$ cat config.mk
export PLATFORM = sky130hd
export DESIGN_NAME = poly_operand_regfile
export DESIGN_NICKNAME = d
export VERILOG_FILES = /design/src/rtl/poly_operand_regfile_pkg.sv /design/src/rtl/word_shift_in_reg.sv /design/src/rtl/poly_operand_regfile.sv
export SDC_FILE = /design/constraint.sdc
export NUM_CORES = 2
export LEC_CHECK = 0
export ABC_AREA = 1
export CAP_MARGIN = 10
export CORE_AREA = 2 2 581 583
export CTS_CLUSTER_SIZE = 25
export DETAILED_ROUTE_END_ITERATION = 6
export DIE_AREA = 0 0 583 585
export GPL_TIMING_DRIVEN = 0
export SLEW_MARGIN = 25
export SYNTH_ARGS = -nofsm -noshare
export SYNTH_HDL_FRONTEND = slang
export SYNTH_SLANG_ARGS = --single-unit
export TNS_END_PERCENT = 30
$ cat constraint.sdc
create_clock -name clock_i -period 2.2 [get_ports clock_i]
set_input_delay 0.22 -clock clock_i [delete_from_list [all_inputs] [get_ports clock_i]]
set_output_delay 0.22 -clock clock_i [all_outputs]
set_load 0.005 [all_outputs]
$ cat src/rtl/poly_operand_regfile_pkg.sv
// Shared POLY datapath constants, sel encodings and result address base.
// Imported by the operand register file and its shift-in sub-module.
package POLY_pkg;

  localparam int POLY_WW = 17;
  localparam int POLY_N  = 5;
  localparam int POLY_S  = 4;

  localparam int OP_WORDS      = POLY_N * POLY_S;
  localparam int MP0_WORDS     = POLY_N;
  localparam int RES_BASE_ADDR = 3 * POLY_N * POLY_S + POLY_N;

  typedef enum logic [1:0] {
    SEL_A   = 2'd0,
    SEL_B   = 2'd1,
    SEL_M   = 2'd2,
    SEL_MP0 = 2'd3
  } sel_e;

endpackage

$ cat src/rtl/word_shift_in_reg.sv
// Top-in shift register with saturating word counter and overflow flag.
// full/ovf are exported as next-state values so a same-cycle check sees them.
module word_shift_in_reg #(
  parameter int WIDTH = 17,
  parameter int DEPTH = 20
) (
  input  logic                   clock_i,
  input  logic                   reset_i,
  input  logic                   clear_i,
  input  logic                   en_i,
  input  logic [WIDTH-1:0]       din_i,
  output logic [DEPTH*WIDTH-1:0] data_o,
  output logic                   full_nxt_o,
  output logic                   ovf_nxt_o
);

  localparam int CW = $clog2(DEPTH + 1);
  localparam int TOP = DEPTH * WIDTH;

  logic [CW-1:0] cnt_q;
  logic [CW-1:0] cnt_base;
  logic [CW-1:0] cnt_d;
  logic          ovf_q;
  logic          ovf_base;
  logic          ovf_d;
  logic          shift;

  always_comb begin
    cnt_base   = clear_i ? '0 : cnt_q;
    ovf_base   = clear_i ? 1'b0 : ovf_q;
    shift      = en_i && (cnt_base != CW'(DEPTH));
    cnt_d      = shift ? cnt_base + 1'b1 : cnt_base;
    ovf_d      = ovf_base | (en_i & ~shift);
    full_nxt_o = (cnt_d == CW'(DEPTH));
    ovf_nxt_o  = ovf_d;
  end

  always_ff @(posedge clock_i) begin
    if (reset_i) begin
      data_o <= '0;
      cnt_q  <= '0;
      ovf_q  <= 1'b0;
    end else begin
      cnt_q <= cnt_d;
      ovf_q <= ovf_d;
      if (shift)
        data_o <= {din_i, data_o[TOP-1:WIDTH]};
    end
  end

endmodule

$ cat src/rtl/poly_operand_regfile.sv
// Operand deserialiser (A, B, M, M'0) and result serialiser
// sitting between the POLY memory controller and the multiplier.
module poly_operand_regfile
  import POLY_pkg::*;
#(
  parameter int WORD_WIDTH = POLY_WW,
  parameter int N          = POLY_N,
  parameter int S          = POLY_S
) (
  input  logic                      clock_i,
  input  logic                      reset_i,
  input  logic [WORD_WIDTH-1:0]     BRAM_dout_i,
  input  logic [1:0]                INPUT_reg_sel_i,
  input  logic                      INPUT_reg_en_i,
  input  logic                      load_done_i,
  input  logic                      RES_load_i,
  input  logic [N*S*WORD_WIDTH-1:0] RES_i,
  input  logic                      RES_reg_shift_i,
  output logic [WORD_WIDTH-1:0]     BRAM_din_o,
  output logic [N*S*WORD_WIDTH-1:0] A_o,
  output logic [N*S*WORD_WIDTH-1:0] B_o,
  output logic [N*S*WORD_WIDTH-1:0] M_o,
  output logic [N*WORD_WIDTH-1:0]   M_prime_0_o,
  output logic                      operands_valid_o,
  output logic                      load_error_o,
  output logic                      res_busy_o
);

  localparam int WW  = WORD_WIDTH;
  localparam int NS  = N * S;
  localparam int RCW = $clog2(NS + 1);

  logic       loading;
  logic       start;
  logic [3:0] en_vec;
  logic [3:0] full_nxt;
  logic [3:0] ovf_nxt;
  logic       all_ok;

  always_comb begin
    en_vec = '0;
    if (INPUT_reg_en_i) begin
      case (sel_e'(INPUT_reg_sel_i))
        SEL_A:   en_vec[0] = 1'b1;
        SEL_B:   en_vec[1] = 1'b1;
        SEL_M:   en_vec[2] = 1'b1;
        SEL_MP0: en_vec[3] = 1'b1;
        default: en_vec = '0;
      endcase
    end
  end

  assign start  = INPUT_reg_en_i && !loading;
  assign all_ok = (&full_nxt) && !(|ovf_nxt);

  word_shift_in_reg #(.WIDTH(WW), .DEPTH(NS)) u_reg_a (
    .clock_i(clock_i), .reset_i(reset_i), .clear_i(start),
    .en_i(en_vec[0]), .din_i(BRAM_dout_i), .data_o(A_o),
    .full_nxt_o(full_nxt[0]), .ovf_nxt_o(ovf_nxt[0])
  );

  word_shift_in_reg #(.WIDTH(WW), .DEPTH(NS)) u_reg_b (
    .clock_i(clock_i), .reset_i(reset_i), .clear_i(start),
    .en_i(en_vec[1]), .din_i(BRAM_dout_i), .data_o(B_o),
    .full_nxt_o(full_nxt[1]), .ovf_nxt_o(ovf_nxt[1])
  );

  word_shift_in_reg #(.WIDTH(WW), .DEPTH(NS)) u_reg_m (
    .clock_i(clock_i), .reset_i(reset_i), .clear_i(start),
    .en_i(en_vec[2]), .din_i(BRAM_dout_i), .data_o(M_o),
    .full_nxt_o(full_nxt[2]), .ovf_nxt_o(ovf_nxt[2])
  );

  word_shift_in_reg #(.WIDTH(WW), .DEPTH(N)) u_reg_mp0 (
    .clock_i(clock_i), .reset_i(reset_i), .clear_i(start),
    .en_i(en_vec[3]), .din_i(BRAM_dout_i), .data_o(M_prime_0_o),
    .full_nxt_o(full_nxt[3]), .ovf_nxt_o(ovf_nxt[3])
  );

  // A done pulse with no open session (and no word opening one) is malformed
  always_ff @(posedge clock_i) begin
    if (reset_i) begin
      loading          <= 1'b0;
      operands_valid_o <= 1'b0;
      load_error_o     <= 1'b0;
    end else if (load_done_i) begin
      loading <= 1'b0;
      if (loading || INPUT_reg_en_i) begin
        operands_valid_o <= all_ok;
        load_error_o     <= !all_ok;
      end else begin
        operands_valid_o <= 1'b0;
        load_error_o     <= 1'b1;
      end
    end else if (start) begin
      loading          <= 1'b1;
      operands_valid_o <= 1'b0;
      load_error_o     <= 1'b0;
    end
  end

  logic [NS*WW-1:0] res_reg;
  logic [RCW-1:0]   res_cnt;
  logic [RCW-1:0]   res_cnt_d;

  always_comb begin
    res_cnt_d = res_cnt;
    if (RES_load_i)
      res_cnt_d = RCW'(NS);
    else if (RES_reg_shift_i && res_cnt != '0)
      res_cnt_d = res_cnt - 1'b1;
  end

  always_ff @(posedge clock_i) begin
    if (reset_i) begin
      res_reg    <= '0;
      res_cnt    <= '0;
      res_busy_o <= 1'b0;
    end else begin
      res_cnt    <= res_cnt_d;
      res_busy_o <= (res_cnt_d != '0);
      if (RES_load_i)
        res_reg <= RES_i;
      else if (RES_reg_shift_i)
        res_reg <= {{WW{1'b0}}, res_reg[NS*WW-1:WW]};
    end
  end

  assign BRAM_din_o = res_reg[WW-1:0];

endmodule

# Yosys cells after proc, flatten, opt, wreduce, memory -nomap -nowiden
# Index checks and enable logic that the tools add are counted.
# word_totals
regBits	1476
elab_cells	91
# op_classes
n_eq_ne	11
mux	26
add_sub_neg	5
bitwise_logic	12
reduce_logical	19
# ops
operator	count
two-way mux 340 bit	2
two-way mux 5 bit	8
adder 5 x 1 -> 5 bit (second input constant)	3
equality test 5 bit (second input constant)	3
!= test 5 bit (second input constant)	3
two-way mux 1 bit	13
nonzero test 5 bit	2
logical AND 1 bit	7
two-way mux 3 bit	2
subtractor 5 x 1 -> 5 bit (second input constant)	1
AND 1 bit	4
equality test 2 bit (second input constant)	2
two-way mux 4 bit	1
NOT 1 bit	4
OR 1 bit	4
AND reduction 4 bit	1
nonzero test 2 bit	2
OR reduction 4 bit	1
adder 3 x 1 -> 3 bit (second input constant)	1
equality test 3 bit (second input constant)	1
logical NOT 1 bit	3
!= test 3 bit (second input constant)	1
equality test 2 x 1 -> 1 bit (second input constant)	1
logical NOT 2 bit	1
2 further kinds	2

# Depth between registers and ports, before layout
# depth
word_depth	14
mapped_depth	17
ltp_nobuf	16

# Modules after synthesis
# From an unflattened synthesis, not the netlist that was laid out.
# hier_totals
cells_unflattened	7379
hier_area_um2	57219.9
# by_module_without_submodules
mod	cells_each	area_per_inst_um2	n_inst
word_shift_in_reg at u_reg_a ...	1569	12803.5	3
poly_operand_regfile	2266	15476.1	1
word_shift_in_reg at u_reg_mp0	406	3333.2	1

# Worst setup path before layout
# OpenSTA, ideal clock, no wires.
# synth_timing
path_kind	register to register
start	register loading
end	register load_error_o
setup_time_ns	0.114
path_stages_with_launch	18
arrival_time_ns	1.871
setup_slack_ns	0.216
required_time_ns	2.086
path_cell_list	dfxtp_1 -> inv_2 -> nand2_8 -> buf_4 -> nand2_1 -> ha_1 -> nand3_1 -> nor2_1 -> nor2_2 -> nand2_1 -> nand2_1 -> nand2_1 -> nor2_1 -> nand2_1 -> nor2_1 -> nand2_1 -> nand3_1 -> nand2_1
# synth_via
elab_chain_len	14
# synth_lines
item	line	text
from (decl)	poly_operand_regfile.sv:33	logic loading;
from (signal assigned)	poly_operand_regfile.sv:83	loading <= 1'b0;
from (signal assigned)	poly_operand_regfile.sv:87	loading <= 1'b0;
from (signal assigned)	poly_operand_regfile.sv:96	loading <= 1'b1;
parallel branches: the longest is 14 deep, another holds adder 5 x 1 -> 5 bit	--	
to (signal assigned)	poly_operand_regfile.sv:90	load_error_o <= !all_ok;
to (decl)	poly_operand_regfile.sv:25	output logic load_error_o,
# Several ways; the timed one is not identified.
# A chain may end at the register's enable or synchronous reset.

# Final worst setup path
# layout_timing
start	input RES_reg_shift_i
end	register res_reg[32]
# layout_via
elab_chain_len	1
# layout_lines
item	line	text
from (decl)	poly_operand_regfile.sv:18	input logic RES_reg_shift_i,
nonzero test 2 bit (no line)	--	
to (signal assigned)	poly_operand_regfile.sv:123	res_reg <= RES_i;
to (signal assigned)	poly_operand_regfile.sv:125	res_reg <= {{WW{1'b0}}, res_reg[NS*WW-1:WW]};
to (decl)	poly_operand_regfile.sv:102	logic [NS*WW-1:0] res_reg;
# No other way between the ends.

==> results.py <==
metrics = {
    "run_status": {
        "outcome": "finished clean",
    },
    "timing": {
        "drv_slew": 0,
        "max_freq_ghz": 0.4569,
        "worstMarginPinSlew_ns": 1.115,
        "max_slew_margin_pct": 25.67,
        "fin_crit_sh_pct": 99.49,
        "finalHoldViolCount": 0,
        "finalSetupViolations": 0,
        "fin_crit_ns": 2.189,
        "skew_ns": 0.09648,
        "setup_slack_ns": 0.01128,
        "fin_tns_setup_ns": 0,
        "rsz0062_at_grt": "yes",
        "holdWs_ns": 0.08894,
    },
    "placed_design": {
        "dp_hpwl_um": 266400,
        "portBuffers": 1486,
        "gp_congestion": 0.9723,
        "pre_cts_ws_ns": -1.665,
        "placed_cell_area_um2": 74650,
        "dpl.cell_count": 13140,
    },
    "worst_setup_path": {
        "crit_chain": "clkdlybuf4s50_1 -> nor2_2 -> clkbuf_1 -> buf_2 -> a22oi_1 -> a21oi_1",
        "endpoint_kind": "register",
        "cpPeakStageDelay_ns": 0.72,
        "reg2reg_depth": 18,
        "crit_path_top_delay_cell": "clkbuf_1",
        "cp_max_fo": 10,
        "rrSetupSlack_ns": 0.02,
        "cp-startpoint": "RES_reg_shift_i",
        "reg2reg_to": "load_error_o",
        "rr_startpoint": "loading",
        "path_buf_inv": 3,
        "cp_data_required_time_ns": 2.95,
        "crit_arrival_ns": 2.94,
        "path_class": "primary input to register",
        "startpoint_type": "primary input",
        "critPathTopFamily": "buffers and inverters",
    },
    "synth": {
        "yosys_warnings": 0,
        "syn_avg_cell_area_um2": 7.477,
        "synth-adder-area-share_pct": 0.2079,
        "synth_top_family_by_area": "simple AND/OR/NAND/NOR gates",
        "syn-cell-area_um2": 54150,
        "synth_cells": 7243,
        "synth.area.mux_share_pct": 0,
        "synth_compound_area_share_pct": 16.28,
        "synth-simple-area-share_pct": 23.71,
        "synthXorXnorAreaFrac_pct": 0.08087,
        "yosysSeqAreaShare_pct": 54.56,
        "synth_top_area_cell": "dfxtp_1",
        "synth_area_leaders": "dfxtp_1 55%, nor2_1 16%, o21ai_0 12%",
        "yosysUniqueCellTypes": 32,
        "synth-seq-cells": 1476,
        "synth_top_cell_area_share_pct": 54.56,
        "synth_nets": 7617,
    },
    "pwr": {
        "ir_drop_mv": 0.6839,
        "cell_internal_pwr_mw": 49.09,
        "p_clk_share_pct": 43.6,
        "p_total_mw": 67.96,
        "p_leak_nw": 33.47,
        "power.switching_mw": 18.86,
        "power_frac_comb_pct": 12.5,
        "p_per_area_nw_per_um2": 805.7,
        "sequentialPowerShare_pct": 43.9,
        "switching_share_pct": 27.76,
    },
    "floorplan": {
        "dieWidth_um": 583,
        "start_util_pct": 16.15,
        "ios": 1490,
        "chipHeight_um": 585,
        "rows": 213,
        "core_area_um2": 335300,
        "dieArea_um2": 341100,
    },
    "routing": {
        "drt_first_iter_violations": 4594,
        "viasPerCell": 4.202,
        "wire_per_inst_um": 23.92,
        "vias": 57430,
        "antenna_left": 0,
        "firstDrtPassIters": 5,
        "wl_um": 327000,
        "drc": 0,
    },
    "global_route": {
        "grt_pass1_vias": 53610,
        "grt_antenna_before_repair": 100,
        "grt_use_met3_pct": 4.646,
        "gr-total-overflow": 0,
        "groute.usage.overall_pct": 18.30,
        "grt_pass1_wl_um": 438000,
        "grtUsageMet1_pct": 21.96,
        "grt_max_degree": 17,
        "top_usage_layer": "met2",
        "grtUsageMet2_pct": 30.17,
    },
    "clocking": {
        "clockRootBuffer": "clkbuf_16",
        "htree_levels": 4,
        "cts_tree": "done",
        "cts_buffers": 174,
        "cts.clk_slew.worst_paths_ns": 0.06,
        "cts_sinks": 1476,
        "cts_buffer_depth": 4,
        "insertion_delay_ns": 0.91,
    },
    "finish": {
        "layout-drive-gt1-share_pct": 9.350,
        "instances_no_fill": 13670,
        "fill_cells": 36740,
        "fin_nets": 9466,
        "fin_util_pct": 25.16,
        "area_growth_pct": 55.75,
        "design_area_um2": 84340,
    },
    "hold_path": {
        "hold_class": "primary input to register",
        "hold_end": "res_reg[75]",
        "holdPathStages": 3,
        "hold_start": "RES_i[75]",
    },
    "job": {
        "cap_violations": 0,
    },
}
kinds of logic (layout without fill, tap and decap cells):
logic type,Yosys count,after routing
AOI/OAI and AO/OA,1735,1735
xor gates and xnor gates,5,5
adders and majority gates,9,9
buffers and inverters,658,2634
DFF,1476,1476
other,0,42
and+or+nand+nor,3360,3360
tightest hold or removal path, delay by kind of cell:
kind / cells / cell delay (ns)
compound gates: 2 / 0.19
buf+inv: 1 / 0.45
cells in the final DEF, fill, tap and decap left out, types with 34 or more instances in the layout:
cell type / instances
a21oi_1: 319
a22oi_1: 34
buf_2: 110
buf_4: 59
clkbuf_1: 273
clkbuf_16: 182
clkbuf_2: 68
clkbuf_4: 40
clkbuf_8: 44
clkdlybuf4s50_1: 1378
dfxtp_1: 1342
dfxtp_2: 82
dfxtp_4: 52
diode_2: 42
dlygate4sd3_1: 150
dlymetal6s2s_1: 55
inv_1: 81
nand2_1: 953
nand3_1: 115
nor2_1: 2222
o21ai_0: 1287
o21ai_1: 67
cells in the mapped netlist:
library cell and n:
nand4_1 7, buf_2 184, o31ai_1 1, a31oi_1 2, nor2_2 4, o21bai_1 1, nor2_1 2249, o211ai_1 9
nand2_1 967, nand2_2 2, o21a_1 1, o21ai_4 1, xor2_1 5, buf_4 22, o21ai_0 1325, nor4_1 1
o21ai_1 40, inv_2 4, dfxtp_1 1476, ha_1 9, a21oi_1 320, o21bai_2 1, nor3_1 5, clkbuf_1 342
inv_1 82, nand3_1 121, nand2_4 2, buf_1 23, a22oi_1 34, nand3b_1 1, nand2_8 1, buf_6 1
how the worst max path moves through the flow:
| stage | to | slack, ns | cells after the start |
|---|---|---|---|
| after global placement | u_reg_b.data_o[2] | -2.62 | 7 |
| after detailed placement | u_reg_mp0.data_o[60] | -1.67 | 12 |
| after floorplan | load_error_o | 0.22 | 17 |
| after CTS | A_o[74] | -0.21 | 1 |
| after global routing | u_reg_a.data_o[14] | -0.14 | 13 |
| final | res_reg[32] | 0.01 | 6 |
power by group through the flow:
stage	clock network [mW]	logic (mW)	registers, mW
floorplan	0	3.10	29.6
detailed placement	0	7.96	30.4
CTS	30.2	8.46	29.8
finish	29.6	8.51	29.8
global route	31.2	9.23	29.9
global placement	0	7.90	30.4
area by class of cell:
type,count,area (µm²),share of cell area [%]
antenna,42,105.1,0.1246
clock buffer,248,5004,5.932
clock inverter,55,729.5,0.8649
sequential,1476,29850,35.39
timing repair buffer,1675,17080,20.25
buffer,570,3432,4.069
tap,4407,5514,6.538
multi-input combinational,5109,22300,26.44
inverter,86,330.3,0.3916
timing repair:
| item | 4_1_cts | 5_1_grt |
|---|---|---|
| cloned | 6 | 1 |
| endpoints found under the hold margin | 174 | 0 |
| pin swaps | 15 | 26 |
| resized for setup | 521 | 398 |
| hold buffers | 150 | 0 |
| buffers inserted | 20 | 9 |
| endpoints found under the setup margin | 1366 | 1239 |
per-layer routing:
metal / vias to the layer above / share of wire [%] / wire (µm)
met2: 2539 / 46 / 149400
met3: 544 / 8.3 / 27070
met5: - / 0.097 / 318
met1: 27070 / 40 / 131500
met4: 50 / 5.7 / 18720
li1: 27220 / - / -
Note: power is estimated with default switching activity, not from simulation.
